## src/rtl/sync_fifo.sv

```systemverilog
// sync_fifo: single-clock first-word-fall-through FIFO with valid/ready
// handshakes on both sides, registered occupancy count and threshold flags.
module sync_fifo #(
    parameter int unsigned DATA_W        = 32,
    parameter int unsigned DEPTH         = 8,
    parameter int unsigned AFULL_THRESH  = DEPTH - 2,
    parameter int unsigned AEMPTY_THRESH = 1,
    localparam int unsigned CNT_W        = $clog2(DEPTH) + 1
) (
    input  logic              clk,
    input  logic              reset_n,
    input  logic              flush,
    input  logic              in_valid,
    output logic              in_ready,
    input  logic [DATA_W-1:0] in_data,
    output logic              out_valid,
    input  logic              out_ready,
    output logic [DATA_W-1:0] out_data,
    output logic [CNT_W-1:0]  count,
    output logic              full,
    output logic              empty,
    output logic              almost_full,
    output logic              almost_empty
);

    localparam int unsigned IDX_W = $clog2(DEPTH);
    localparam int unsigned PTR_W = IDX_W + 1;

    logic [DATA_W-1:0] mem [DEPTH];
    logic [PTR_W-1:0]  wr_ptr;
    logic [PTR_W-1:0]  rd_ptr;
    logic              push;
    logic              pop;

    // Status decodes from registered pointers and count; no path from the
    // opposite handshake, so ready/valid never combinationally chain.
    always_comb begin
        full         = (wr_ptr[IDX_W] != rd_ptr[IDX_W]) &&
                       (wr_ptr[IDX_W-1:0] == rd_ptr[IDX_W-1:0]);
        empty        = (wr_ptr == rd_ptr);
        in_ready     = !full;
        out_valid    = !empty;
        push         = in_valid && in_ready;
        pop          = out_valid && out_ready;
        out_data     = mem[rd_ptr[IDX_W-1:0]];
        almost_full  = (count >= CNT_W'(AFULL_THRESH));
        almost_empty = (count <= CNT_W'(AEMPTY_THRESH));
    end

    // Pointer and count update: reset beats flush, flush beats push/pop.
    always_ff @(posedge clk) begin
        if (!reset_n) begin
            wr_ptr <= '0;
            rd_ptr <= '0;
            count  <= '0;
        end else if (flush) begin
            rd_ptr <= wr_ptr;
            count  <= '0;
        end else begin
            if (push) begin
                wr_ptr <= wr_ptr + PTR_W'(1);
            end
            if (pop) begin
                rd_ptr <= rd_ptr + PTR_W'(1);
            end
            case ({push, pop})
                2'b10:   count <= count + CNT_W'(1);
                2'b01:   count <= count - CNT_W'(1);
                default: count <= count;
            endcase
        end
    end

    // Storage write; array contents are intentionally not reset.
    always_ff @(posedge clk) begin
        if (reset_n && !flush && push) begin
            mem[wr_ptr[IDX_W-1:0]] <= in_data;
        end
    end

endmodule

```

## config.mk

```make
export PLATFORM = sky130hd
export DESIGN_NAME = sync_fifo
export DESIGN_NICKNAME = d
export VERILOG_FILES = /design/src/rtl/sync_fifo.sv
export SDC_FILE = /design/constraint.sdc
export NUM_CORES = 1
export LEC_CHECK = 0
export ABC_CLOCK_PERIOD_IN_PS = 4700
export CORE_ASPECT_RATIO = 0.75
export CORE_UTILIZATION = 51
export CTS_CLUSTER_DIAMETER = 60
export DETAILED_ROUTE_END_ITERATION = 12
export HOLD_SLACK_MARGIN = 0.15
export PLACE_DENSITY = 0.75
export SETUP_SLACK_MARGIN = 0.5
export SYNTH_ARGS = -nofsm -noshare
export SYNTH_HDL_FRONTEND = slang
export SYNTH_SLANG_ARGS = --single-unit
export TNS_END_PERCENT = 10
```

## constraint.sdc

```tcl
create_clock -name clk -period 4.7 [get_ports clk]
set_input_delay 0.94 -clock clk [delete_from_list [all_inputs] [get_ports clk]]
set_output_delay 0.94 -clock clk [all_outputs]
set_load 0.01 [all_outputs]
```

======== Yosys cells after proc, flatten, opt, wreduce, memory -nomap -nowiden ========
Memories as Yosys holds them, arrays and structs flattened. A register that Yosys moved wholly into a read port is not among the register bits.
Cells that the tools add are included.
cells by class
  eq/ne operators ......................... 5
  reduce and logical (&&, ||, !) cells .... 12
  order comparisons ....................... 2
  add/subtract/negate cells ............... 4
  bitwise logic cells ..................... 2
  muxes and demuxes ....................... 7
operators with widths
  cell                                                                                  number
  4-bit by 1-bit adder with 4-bit output (second input constant)                        3
  4-bit 2-to-1 mux                                                                      2
  4-bit case mux with 2 select lines                                                    1
  3-bit 2-to-1 mux                                                                      2
  1-bit logical AND                                                                     5
  4-bit equality test                                                                   1
  4-bit by 3-bit greater-or-equal comparator with 1-bit output (second input constant)  1
  4-bit by 1-bit <= comparator with 1-bit output (second input constant)                1
  2-bit nonzero test                                                                    2
  4-bit by 1-bit subtractor with 4-bit output (second input constant)                   1
  3-bit equality test                                                                   1
  1-bit logical NOT                                                                     3
  2-bit by 1-bit equality test with 1-bit output (second input constant)                1
  2-bit equality test (second input constant)                                           1
  1-bit 2-to-1 mux                                                                      2
  1-bit NOT                                                                             2
  2-bit AND reduction                                                                   1
  2-bit OR reduction                                                                    1
  1-bit inequality test                                                                 1
word-level totals
  flip-flop bits (word level) ............. 12
  bits in writable memories ............... 256
  word-level logic and storage cells ...... 36
  memories kept ........................... 1
  output and inout port bits .............. 42
memory list
  name  depth  width  rd ports  clocked after Yosys merged registers in  wr ports  RTL line  text
  mem   8      32     1         1                                        1         29        logic [DATA_W-1:0] mem [DEPTH];

======== Logic depth before layout (Yosys ltp) ========
  depth in word-level cells ............... 7
  depth in mapped cells ................... 9
  gate-level depth less buffers ........... 8

======== Worst setup path before layout ========
No wires, ideal clock.
  path kind ............................... in2reg
  start ................................... input flush
  end ..................................... memory mem[1][0] (enable)
  stages .................................. 4
  path buffers ............................ 0
  data arrival time ....................... 3.707 ns
  path slack .............................. 0.532 ns
  setup time .............................. 0.461 ns
  cell sequence ........................... nand2b_1 -> a41oi_2 -> nand3_1 -> nor3_1
on the way
  longest elaborated chain between the ends .. 5
ends and longest elaborated chain
  what                                    RTL line  text
  from (decl)                             12        input logic flush,
  1-bit logical NOT                       76        if (reset_n && !flush && push) begin
  1-bit logical AND (2 in a row)          76
  1-bit 2-to-1 mux                        76
  1-bit 2-to-1 mux (implied by the code)  77        mem[wr_ptr[IDX_W-1:0]] <= in_data;
  to (decl)                               29
Every way passes these cells.

==> qor.txt <==
status: complete, no violations
fraction of power consumed by sequential logic: 0.530
measured slew at the worst slew-check pin: 1.10 ns
cell-internal power: 4030 uW
Hold Crit Class: reg -> reg
sum of net half-perimeters after detailed placement: 11500 um
share of total power consumed by net switching: 0.209
Slew headroom: 0.265
Hold Crit Endpoint: count[3]$_SDFFE_PP0P_
routability-driven placement congestion ratio: 0.739
required time of the worst setup path: 3.76 ns
fin crit period: 3.90 ns
end of the worst register-to-register path: mem[4][14]$_DFFE_PP_
Remaining DRCs: 0
Die X: 168 um
Initial Util: 0.521
cell count along the critical path: 4
clk_skew: 0.0173 ns
CP delay by family, top: multiplexers
number of top-level design ports: 79
TritonCTS clock tree: done
post-CTS setup-driven buffer insertion count: 0
flop2flop setup slack: 1.83 ns
cell count of the worst reg-to-reg path: 4
fin worst setup slack: 0.799 ns
Reg area: 7990 um^2
power density over the cells: 407 nW/um^2
setup repair after global routing missed its margin: false
average wire per standard cell: 22.8 um
setup slack at placement: 1.12 ns
final antenna-violating net count: 0
share of power burned in the clock network: 0.392
area of the die: 21200 um^2
routed wire length: 19400 um
number of placement rows: 45
crit-path cells: buf_4, mux4_2, mux2_2, clkdlybuf4s50_1
number of stages on the worst hold path: 2
starting DRC count in detailed routing: 442
Final Hold Violating Endpoints: 0
Worst Path Buf+Inv: 2
hold-fix buffer count after cts: 0
leak pwr: 0.00393 uW
CTS buffer count: 26
placeable core region: 20200 um^2
growth of design area from synthesis to finish: 18.8%
endpoint type of the worst setup path: output port
final max-slew violation count: 0
post-cts repair resize count: 0
Cell variety after synth: 32
origin of the critical flop-to-flop path: wr_ptr[2]$_SDFFE_PN0P_
post-route worst hold slack: 0.572 ns
area occupied by multi-input gates: 2470 um^2
vias per cell: 5.76
largest stage delay on the critical path: 0.66 ns
register bit count reported by yosys: 271
instance count of the mapped netlist: 478
antenna diode instance count: 0
synthesized cell area: 10500 um^2
maximum capacitance violations: 0
fmax: 256 MHz
root buffer cell: sky130_fd_sc_hd__clkbuf_16
net total in the final layout: 617
Warnings, synthesis: 0
port buffer count: 78
sw power: 1060 uW
ratio of cells with drive above 1 in the final layout: 0.275
Hold Path Origin: count[3]$_SDFFE_PP0P_
post-synth net total: 522
pin count of the biggest net entering global routing: 43
logic gate share of total power: 0.078
all-layer global routing usage: 0.191
number of sinks driven by the clock tree: 271
post-synthesis sequential area ratio: 0.759
number of global-route vias before repair: 5226
Syn Area/Cell: 22.0 um^2
number of antenna violations at the first check in global routing: 0
maximum level of the CTS H-tree: 1
Critical Path Start Type: flip-flop
die extent in y: 126 um
vias: 4902
top fanout value on the critical path: 25
Fin Setup TNS: 0 ns
first-pass iteration count of the detailed router: 4
slowest cell on the critical path: sky130_fd_sc_hd__dfxtp_4
# fillers: 1338
Congestion Overflow GR: 0
clock transition at the registers of the reported paths: 0.06 ns
first-pass GRT wire length: 30500 um
final number of setup-violating endpoints: 0
insertion delay of the later-clocked pin in the worst-skew pair: 0.52 ns
worst supply voltage drop on vdd: 0.231 mV
Clock Tree Buf Depth: 3
critical path type: reg -> out
Arr. time, crit path: 2.96 ns
final critical-path share of the clock period: 0.830
==> metal layers <==
layer | share of wire | global-route usage | routed length, um
met1 | 0.47 | 0.282 | 9120
met2 | 0.47 | 0.305 | 9130
met3 | 0.043 | 0.0328 | 826
met4 | 0.016 | 0.0362 | 308
met5 | 0 | 0 | 0
==> power by group through the flow <==
stage                     combinational [uW]  sequential, uW  clock (uW)
after floorplan                          234            2720           0
after global placement                   386            2750           0
after detailed placement                 396            2750           0
after CTS                                400            2700        2030
after global routing                     422            2700        2120
final                                    395            2700        2000
==> worst reg2reg max path: cells and delay by family (launching register included) <==
kind | cells | cell delay, ns
flip-flops | 1 | 0.62
AND/OR/NAND/NOR | 2 | 1.31
XOR/XNOR | 1 | 0.40
AO/OA/AOI/OAI | 1 | 0.13
==> stage by stage <==
step / area [um^2] / std cells / power, uW / utilization
global route: 12500 / 851 / 5240 / 0.619
CTS: 12500 / 851 / 5130 / 0.619
global placement: 11700 / 803 / 3130 / 0.578
floorplan: 10500 / 478 / 2960 / -
finish: 12500 / 851 / 5090 / 0.619
detailed placement: 11700 / 803 / 3150 / 0.578
==> Yosys cell counts <==
cell                       number  area, um^2
sky130_fd_sc_hd__a31oi_1        2        12.5
sky130_fd_sc_hd__xor2_2         3        48.8
sky130_fd_sc_hd__edfxtp_1     256        7690
sky130_fd_sc_hd__clkbuf_1      11        41.3
sky130_fd_sc_hd__inv_1          7        26.3
sky130_fd_sc_hd__mux4_2        64        1440
sky130_fd_sc_hd__nor2_1        10        37.5
sky130_fd_sc_hd__or3_1          3        18.8
sky130_fd_sc_hd__nor3_2         1        10.0
sky130_fd_sc_hd__a41oi_2        1        16.3
sky130_fd_sc_hd__buf_6          1        11.3
sky130_fd_sc_hd__ha_1           7        87.6
sky130_fd_sc_hd__nand4b_1       1        8.76
sky130_fd_sc_hd__o21ai_0       10        50.1
sky130_fd_sc_hd__nand2_1        9        33.8
sky130_fd_sc_hd__buf_2          9        45.0
sky130_fd_sc_hd__o41ai_4        1        27.5
sky130_fd_sc_hd__xor2_1         4        35.0
sky130_fd_sc_hd__mux2i_1        4        40.0
sky130_fd_sc_hd__a21oi_1        4        20.0
sky130_fd_sc_hd__nor3_1         3        15.0
sky130_fd_sc_hd__nand3_1        3        15.0
sky130_fd_sc_hd__nand2b_1       6        37.5
sky130_fd_sc_hd__o41ai_2        1        16.3
sky130_fd_sc_hd__mux2_2        32         360
sky130_fd_sc_hd__or4b_2         1        10.0
sky130_fd_sc_hd__dfxtp_1       15         300
sky130_fd_sc_hd__nand4_1        1        6.26
sky130_fd_sc_hd__or3_4          1        11.3
sky130_fd_sc_hd__a211oi_1       1        7.51
sky130_fd_sc_hd__xnor2_1        5        43.8
sky130_fd_sc_hd__buf_1          1        3.75
==> how the worst max path moves through the flow <==
stage / from / to / slack (ns)
floorplan: flush / mem[1][0]$_DFFE_PP_ / 0.53
global placement: reset_n / mem[6][14]$_DFFE_PP_ / 1.19
detailed placement: reset_n / mem[4][14]$_DFFE_PP_ / 1.12
global route: flip-flop / out_data[21] / 0.59
CTS: flip-flop / out_data[21] / 0.70
finish: flip-flop / out_data[21] / 0.80
==> registers in the layout, summed over array words and instances, names as in the netlist, named ones only <==
| signal | flops |
|---|---|
| mem | 256 |
| count | 4 |
| rd_ptr | 4 |
| wr_ptr | 4 |
==> kinds of logic (layout without fill, tap and decap cells) <==
kind of cell | Yosys count | count (layout) | share of synthesized area
buf+inv | 29 | 144 | 0.0121
compound gates | 20 | 20 | 0.0143
flops | 271 | 271 | 0.759
mux | 100 | 100 | 0.175
xor+xnor | 12 | 12 | 0.0121
fa+ha+maj | 7 | 7 | 0.00832
simple gates | 39 | 39 | 0.0194
==> cell type report <==
type | count | area share
clock buffer | 36 | 0.0583
clock inverter | 12 | 0.00700
inverter | 7 | 0.00210
multi-input combinational | 178 | 0.197
sequential | 271 | 0.639
tap | 258 | 0.0258
timing repair buffer | 89 | 0.0700
==> cell usage in the layout, fill, tap and decap left out, drive strengths merged <==
cell / Yosys / layout
buf: 11 / 11
nand4: 1 / 1
o41ai: 2 / 2
xnor2: 5 / 5
a211oi: 1 / 1
nand3: 3 / 3
clkbuf: 11 / 36
mux2: 32 / 32
o21ai: 10 / 10
edfxtp: 256 / 256
nor3: 4 / 4
clkdlybuf4s50: 0 / 78
nand2: 9 / 9
a41oi: 1 / 1
mux4: 64 / 64
dfxtp: 15 / 15
ha: 7 / 7
inv: 7 / 9
clkinv: 0 / 9
nand4b: 1 / 1
bufinv: 0 / 1
or4b: 1 / 1
mux2i: 4 / 4
a21oi: 4 / 4
nor2: 10 / 10
xor2: 7 / 7
nand2b: 6 / 6
a31oi: 2 / 2
or3: 4 / 4
No activity file was read; power rests on OpenSTA's default activity.
